## config.mk

```make
export PLATFORM = sky130hd
export DESIGN_NAME = ifetch_unit
export DESIGN_NICKNAME = d
export VERILOG_FILES = /design/src/rtl/ifetch_unit.sv
export SDC_FILE = /design/constraint.sdc
export NUM_CORES = 1
export LEC_CHECK = 0
export BUFFER_PORTS_ARGS = -buffer_cell sky130_fd_sc_hd__buf_2
export CAP_MARGIN = 25
export CORE_AREA = 2 2 213 194
export CTS_CLUSTER_SIZE = 20
export DETAILED_ROUTE_END_ITERATION = 16
export DIE_AREA = 0 0 215 196
export HOLD_SLACK_MARGIN = 0.08
export SETUP_SLACK_MARGIN = 0.15
export SKIP_LAST_GASP = 1
export SLEW_MARGIN = 20
export SYNTH_ARGS = -nofsm -noshare
export SYNTH_HDL_FRONTEND = slang
export SYNTH_SLANG_ARGS = --single-unit
```

## constraint.sdc

```tcl
create_clock -name clk -period 6.44 [get_ports clk]
set_input_delay 0.322 -clock clk [delete_from_list [all_inputs] [get_ports clk]]
set_output_delay 0.322 -clock clk [all_outputs]
set_load 0.02 [all_outputs]
```

## src/rtl/ifetch_unit.sv

```systemverilog
// Instruction-fetch front end: owns the fetch PC, issues single requests
// on the instruction bus and buffers returned words in a 2-entry queue.
module ifetch_unit #(
    parameter logic [63:0] RESET_PC = 64'h8000_0000
) (
    input  logic        clk,
    input  logic        reset_n,
    input  logic        stall,
    input  logic        redirect_valid,
    input  logic [63:0] redirect_pc,
    output logic        ireq_valid,
    output logic [63:0] ireq_addr,
    input  logic        iresp_data_ok,
    input  logic [31:0] iresp_data,
    output logic [63:0] pc,
    output logic [31:0] raw_instr,
    output logic        valid
);

    logic [63:0] fetch_pc_q, fetch_pc_d;
    logic        outstanding_q, outstanding_d;
    logic        discard_q, discard_d;
    logic [1:0]  count_q, count_d;
    logic        rd_ptr_q, rd_ptr_d;
    logic        wr_ptr_q, wr_ptr_d;
    logic [63:0] ireq_addr_q, ireq_addr_d;
    logic [63:0] pc_q [2];
    logic [31:0] instr_q [2];

    logic resp;
    logic push;
    logic pop;
    logic pending;
    logic issue;

    assign valid      = (count_q != 2'd0);
    assign pc         = pc_q[rd_ptr_q];
    assign raw_instr  = instr_q[rd_ptr_q];
    assign ireq_valid = outstanding_q;
    assign ireq_addr  = ireq_addr_q;

    always_comb begin
        resp    = iresp_data_ok && outstanding_q;
        push    = resp && !discard_q && !redirect_valid;
        pop     = valid && !stall && !redirect_valid;
        pending = outstanding_q && !resp;

        count_d = count_q;
        if (redirect_valid) begin
            count_d = 2'd0;
        end else if (push && !pop) begin
            count_d = count_q + 2'd1;
        end else if (pop && !push) begin
            count_d = count_q - 2'd1;
        end

        fetch_pc_d = fetch_pc_q;
        if (redirect_valid) begin
            fetch_pc_d = redirect_pc;
        end else if (push) begin
            fetch_pc_d = ireq_addr_q + 64'd4;
        end

        // A live request that belongs to a flushed path must be drained
        discard_d = pending && (discard_q || redirect_valid);

        // Only issue when a queue slot is guaranteed for the response
        issue         = !pending && (count_d <= 2'd1);
        outstanding_d = pending || issue;
        ireq_addr_d   = issue ? fetch_pc_d : ireq_addr_q;

        rd_ptr_d = rd_ptr_q;
        wr_ptr_d = wr_ptr_q;
        if (redirect_valid) begin
            rd_ptr_d = 1'b0;
            wr_ptr_d = 1'b0;
        end else begin
            if (pop) begin
                rd_ptr_d = ~rd_ptr_q;
            end
            if (push) begin
                wr_ptr_d = ~wr_ptr_q;
            end
        end
    end

    always_ff @(posedge clk or negedge reset_n) begin
        if (!reset_n) begin
            fetch_pc_q    <= RESET_PC;
            outstanding_q <= 1'b0;
            discard_q     <= 1'b0;
            count_q       <= 2'd0;
            rd_ptr_q      <= 1'b0;
            wr_ptr_q      <= 1'b0;
            ireq_addr_q   <= 64'd0;
        end else begin
            fetch_pc_q    <= fetch_pc_d;
            outstanding_q <= outstanding_d;
            discard_q     <= discard_d;
            count_q       <= count_d;
            rd_ptr_q      <= rd_ptr_d;
            wr_ptr_q      <= wr_ptr_d;
            ireq_addr_q   <= ireq_addr_d;
        end
    end

    always_ff @(posedge clk or negedge reset_n) begin
        if (!reset_n) begin
            for (int i = 0; i < 2; i++) begin
                pc_q[i]    <= 64'd0;
                instr_q[i] <= 32'd0;
            end
        end else if (push) begin
            pc_q[wr_ptr_q]    <= ireq_addr_q;
            instr_q[wr_ptr_q] <= iresp_data;
        end
    end

endmodule

```

# Word level (Yosys, flattened, before mapping)

Index checks and enable logic that the tools add are counted.

Mux-type cells: 21
Bitwise gates (word level): 4
Add/subtract/negate cells: 3
$lt $le $gt $ge: 4
Reduce and logical (&&, ||, !) cells: 23

Operators with widths:

| operator                                                        | count |
|---|---|
| two-way mux 64 bit                                              | 6 |
| bitwise mux 128 bit                                             | 1 |
| two-way mux 32 bit                                              | 4 |
| adder 64 x 3 -> 64 bit (second input constant)                  | 1 |
| bitwise mux 64 bit                                              | 1 |
| demux 64 bit (select 1 bit)                                     | 1 |
| demux 32 bit (select 1 bit)                                     | 1 |
| logical AND 1 bit                                               | 11 |
| zero test 1 bit                                                 | 7 |
| two-way mux 2 bit                                               | 3 |
| nonzero test 2 bit                                              | 3 |
| greater-or-equal comparator 2 bit (second input constant)       | 2 |
| two-way mux 1 bit                                               | 4 |
| NOT 1 -> 2 bit                                                  | 2 |
| adder 2 x 1 -> 2 bit (second input constant)                    | 1 |
| less-or-equal comparator 2 x 1 -> 1 bit (second input constant) | 1 |
| logical OR 1 bit                                                | 2 |
| < comparator 2 x 1 -> 1 bit (second input constant)             | 1 |
| NOT 1 bit                                                       | 2 |
| subtractor 2 x 1 -> 2 bit (second input constant)               | 1 |

Input bits: 101
Bits in registers: 326

# Depth between registers and ports, before layout

Depth in word-level cells: 11
Mapped depth: 10
Gate-level depth less buffers: 8

# Worst setup path before layout

Ideal clock, no wire load.

Path type: reg-to-reg
Start: reg ireq_addr_q[2] (netlist: ireq_addr[2])
End: reg ireq_addr_q[60] (netlist: ireq_addr[60])
Arrival time: 2510 ps
Cell stages (with the launch flop): 9
Path slack: 3798 ps
Data required time: 6308 ps
Clock period less this slack: 2642 ps
Path through: dfrtp_1 > ha_1 > nand2_1 > or4_4 > buf_6 > or4_4 > nor3_4 > o21ai_0 > o2bb2ai_1

Cells in the longest elaborated chain, start to end: 3

Ends and longest elaborated chain:

| what                   | RTL line | text |
|---|---|---|
| from (decl)            | 26       | `logic [63:0] ireq_addr_q, ireq_addr_d;` |
| from (signal assigned) | 103      | `ireq_addr_q <= ireq_addr_d;` |
| adder 64 x 3 -> 64 bit | 61       | `fetch_pc_d = ireq_addr_q + 64'd4;` |
| two-way mux 64 bit     | 60       | `end else if (push) begin` |
| two-way mux 64 bit     | 58       | `if (redirect_valid) begin` |

Every way passes these cells.
A chain may end at the register's enable or synchronous reset.

# Final worst setup path

Start: reg outstanding_q (netlist: ireq_valid)
End: reg pc_q[20] (netlist name)

Cells in the longest elaborated chain, start to end: 3

Ends and longest elaborated chain:

| what                            | RTL line | text |
|---|---|---|
| from (decl)                     | 21       | `logic outstanding_q, outstanding_d;` |
| from (signal assigned)          | 98       | `outstanding_q <= outstanding_d;` |
| logical AND 1 bit               | 43       | `resp = iresp_data_ok && outstanding_q;` |
| logical AND 1 bit (2 in series) | 44       | `push = resp && !discard_q && !redirect_valid;` |
| to (signal, indexed assignment) | 114      | `pc_q[wr_ptr_q] <= ireq_addr_q;` |
| to (decl)                       | 27       | `logic [63:0] pc_q [2];` |

Every way passes these cells.

==> reports/results.tsv <==
stage	metric	value	unit
timing	fin_tns_setup	0	ps
setup_path	reg2reg_to	pc_q[20]$_DFFE_PN0P_	
place	gp_congestion	0.7775	
timing	setup_viol	0	
synthesis	postSynthNetCount	1509	
route	top_layer	met5	
worst_hold_path	min_path_type	in2reg	
timing	slew_viol_final	0	
route	wl_met2	20570	um
worst_hold_path	holdPathEnd	fetch_pc_q[59]$_DFF_PN0_	
clock_network	cts.reportedPaths.clkPinSlew	60	ps
job	max_cap_violations	0	
pwr	p_per_area	491.7	nW/um2
route	ant_nets	0	
place	port_buffers	262	
global_routing	grt.total_usage	0.2045	
setup_path	critPathLaunchType	flop	
route	routed_wl	43190	um
die	die_h	196	um
synthesis	async_flop_share	1.000	
die	dieArea	42140	um2
synthesis	synth_seq_cells	326	
setup_path	required	6870	ps
pwr	leakage	8.819	nW
die	row_count	70	
timing	timing.slew.headroom	0.3420	
synthesis	synthFlopType	dfrtp_1	
place	dpl.hpwl	27850	um
setup_path	r2r_cells	7	
clock_network	cts_max_path_buffers	3	
clock_network	ctsHoldBuffers	88	
timing	grt_setup_unrepaired	no	
clock_network	clk_latency	550	ps
clock_network	cts.sinks	326	
clock_network	cts_inserted_buffers	38	
route	drt_iter0_drc	694	
synthesis	syn_area	15820	um2
worst_hold_path	min_path_cells	4	
layout	instances_no_fill	2267	
global_routing	antenna_found_initial	7	
route	wl_met3	1941	um
worst_hold_path	hold_start	redirect_pc[59]	
route	wirelength_met1	19550	um
route	via_per_inst	5.240	
synthesis	synth_top_area_share	0.5142	
synthesis	avgSynthCellArea	11.25	um2
setup_path	critPathKind	reg2reg	
layout	area_growth	23.88	%
synthesis	synth_edf_count	0	
layout	fillCellCount	3722	
clock_network	htreeDepth	2	
global_routing	grt_max_degree	128	
global_routing	grt_first_pass_wirelength	68530	um
route	vias	11880	
timing	fin_crit	3489	ps
timing	skew	19.70	ps
die	ios	263	
timing	worst_pin_slew	987.1	ps
run_status	status	finished, final reports clean	
place	post-place-ws	2819	ps
setup_path	rr_startpoint	ireq_valid$_DFF_PN0_	
synthesis	yosys-top-cells-area	dfrtp_1 51%, mux2_2 21%, nand2_1 3.1%	
setup_path	r2r_slack	2950	ps
global_routing	overflow	0	
timing	fmax	286.6	MHz
setup_path	cp-end-kind	flop	
layout	nets	1803	
layout	drive_above_1_share	0.3749	
route	drt_pass1_iterations	5	
clock_network	post_cts_buffers	0	
die	core_area	40110	um2
pwr	power.total	0.009635	W
timing	hold_viol	0	
synthesis	synthCells	1406	
pwr	vdd_drop_max	0.2200	mV
synthesis	synth_warnings	0	
setup_path	arrival	3920	ps
clock_network	root_buffer	clkbuf_16	
clock_network	tritoncts	built	
timing	setup_ws	2951	ps
global_routing	grt_pass1_vias	12100	
die	initial_utilization	0.3943	
synthesis	ys_types	62	
clock_network	cts_resized	0	
route	detail_route.wl_per_cell	19.05	um
route	remaining_drc_errors	0	
die	dieWidth	215	um
timing	timing.final.crit_share	0.5417	
synthesis	synth-seq-area-share	0.5158	
setup_path	worstPathMaxFanout	66	
synthesis	synth_top_cell_by_area	dfrtp_1	
place	dpl.cell_count	2111	
## flip-flops by register name, indices dropped and copies added, names as in the netlist
name        flops
count_q         2
discard_q       1
fetch_pc_q     64
instr_q        64
ireq_addr      64
ireq_valid      1
pc_q          128
rd_ptr_q        1
wr_ptr_q        1
## worst max-delay path by stage
stage	slack (ps)	to	start
finish	2950	pc_q[20]$_DFFE_PN0P_	ireq_valid$_DFF_PN0_
global route	2660	pc_q[22]$_DFFE_PN0P_	ireq_valid$_DFF_PN0_
CTS	2800	instr_q[15]$_DFFE_PN0P_	ireq_valid$_DFF_PN0_
detailed placement	2820	pc_q[6]$_DFFE_PN0P_	ireq_valid$_DFF_PN0_
global placement	2880	pc_q[11]$_DFFE_PN0P_	iresp_data_ok
floorplan	3800	ireq_addr[60]$_DFFE_PN0P_	ireq_addr[2]$_DFFE_PN0P_
## worst max-delay path: stages (launching register included)
cell and delay (ps):
dfrtp_1 450, nand3b_1 130, buf_4 690, nor2_2 30
buf_4 270, nand2_4 650, buf_4 630, mux2_2 410
## cells in the mapped netlist, types with 3 or more instances
cell / instances
dfrtp_1: 325
mux2_2: 296
nand2_1: 132
nor2_1: 90
o21ai_0: 84
clkbuf_1: 77
a21oi_1: 57
xnor2_1: 44
nand3_1: 30
nand4_1: 20
buf_1: 18
xor2_1: 18
nor3_1: 16
inv_1: 15
o2bb2ai_1: 13
and3_1: 12
nor4_1: 12
and4_1: 10
o31ai_1: 10
a21boi_0: 9
o31a_1: 9
a21o_1: 8
o22ai_1: 7
a22o_1: 6
buf_2: 6
o221ai_1: 6
o21bai_1: 5
buf_6: 4
mux2i_1: 4
nor2b_1: 4
a31oi_1: 3
and2_1: 3
clkbuf_2: 3
nand3b_1: 3
nor3b_1: 3
nor4_4: 3
o211ai_1: 3
o21a_1: 3
o41ai_1: 3
or3_1: 3
or4_1: 3
## metrics by stage
step / util / instance area (um2) / hold WS, ps
3_3_place_gp: 0.4364 / 17510 / 460.1
3_5_place_dp: 0.4367 / 17520 / 470.7
4_1_cts: 0.4877 / 19570 / 92.27
5_1_grt: 0.4884 / 19590 / 121.7
6_report: 0.4885 / 19600 / 118.5
2_1_floorplan: - / 15820 / 26.41
## metal layers
layer	up-vias	GRT usage
li1	5579	-
met1	5949	0.2748
met2	272	0.3320
met3	74	0.03659
met4	6	0.07612
met5	-	0
## kinds of logic after synthesis
group | Yosys count | synth area share
adder cells (fa/ha/maj) | 2 | 0.001582
AND/OR/NAND/NOR | 355 | 0.1100
multiplexers | 300 | 0.2133
AO/OA/AOI/OAI | 235 | 0.09168
XOR/XNOR | 62 | 0.03433
buffers and inverters | 126 | 0.03338
flip-flops | 326 | 0.5158
## area by class of cell
type                       count  area, um2  share of cell area
antenna                        4      10.01           0.0005108
clock buffer                  58       1140             0.05817
clock inverter                 5      25.02            0.001277
inverter                      15      56.30            0.002873
multi-input combinational    954       7188              0.3668
sequential                   326       8163              0.4166
tap                          540      675.6             0.03448
timing repair buffer         365       2337              0.1193
## report_power, final
group / internal, W / switching (W) / leakage, nW
sequential: 0.00293 / 0.000834 / 4.03
combinational: 0.00174 / 0.00209 / 4.22
clock: 0.00121 / 0.000834 / 0.575
total: 0.00587 / 0.00376 / 8.82
## cells in the final DEF, fill, tap and decap left out, drive strengths merged, types with 6 or more instances in the layout
cell type / count
a21boi: 9
a21o: 8
a21oi: 57
a22o: 6
and3: 12
and4: 11
buf: 277
clkbuf: 58
dfrtp: 325
dlygate4sd3: 88
inv: 15
mux2: 296
nand2: 132
nand3: 30
nand4: 22
nor2: 90
nor3: 18
nor4: 15
o21ai: 86
o221ai: 6
o22ai: 7
o2bb2ai: 13
o31a: 9
o31ai: 10
xnor2: 44
xor2: 18
(Power assumes the default switching activity.)
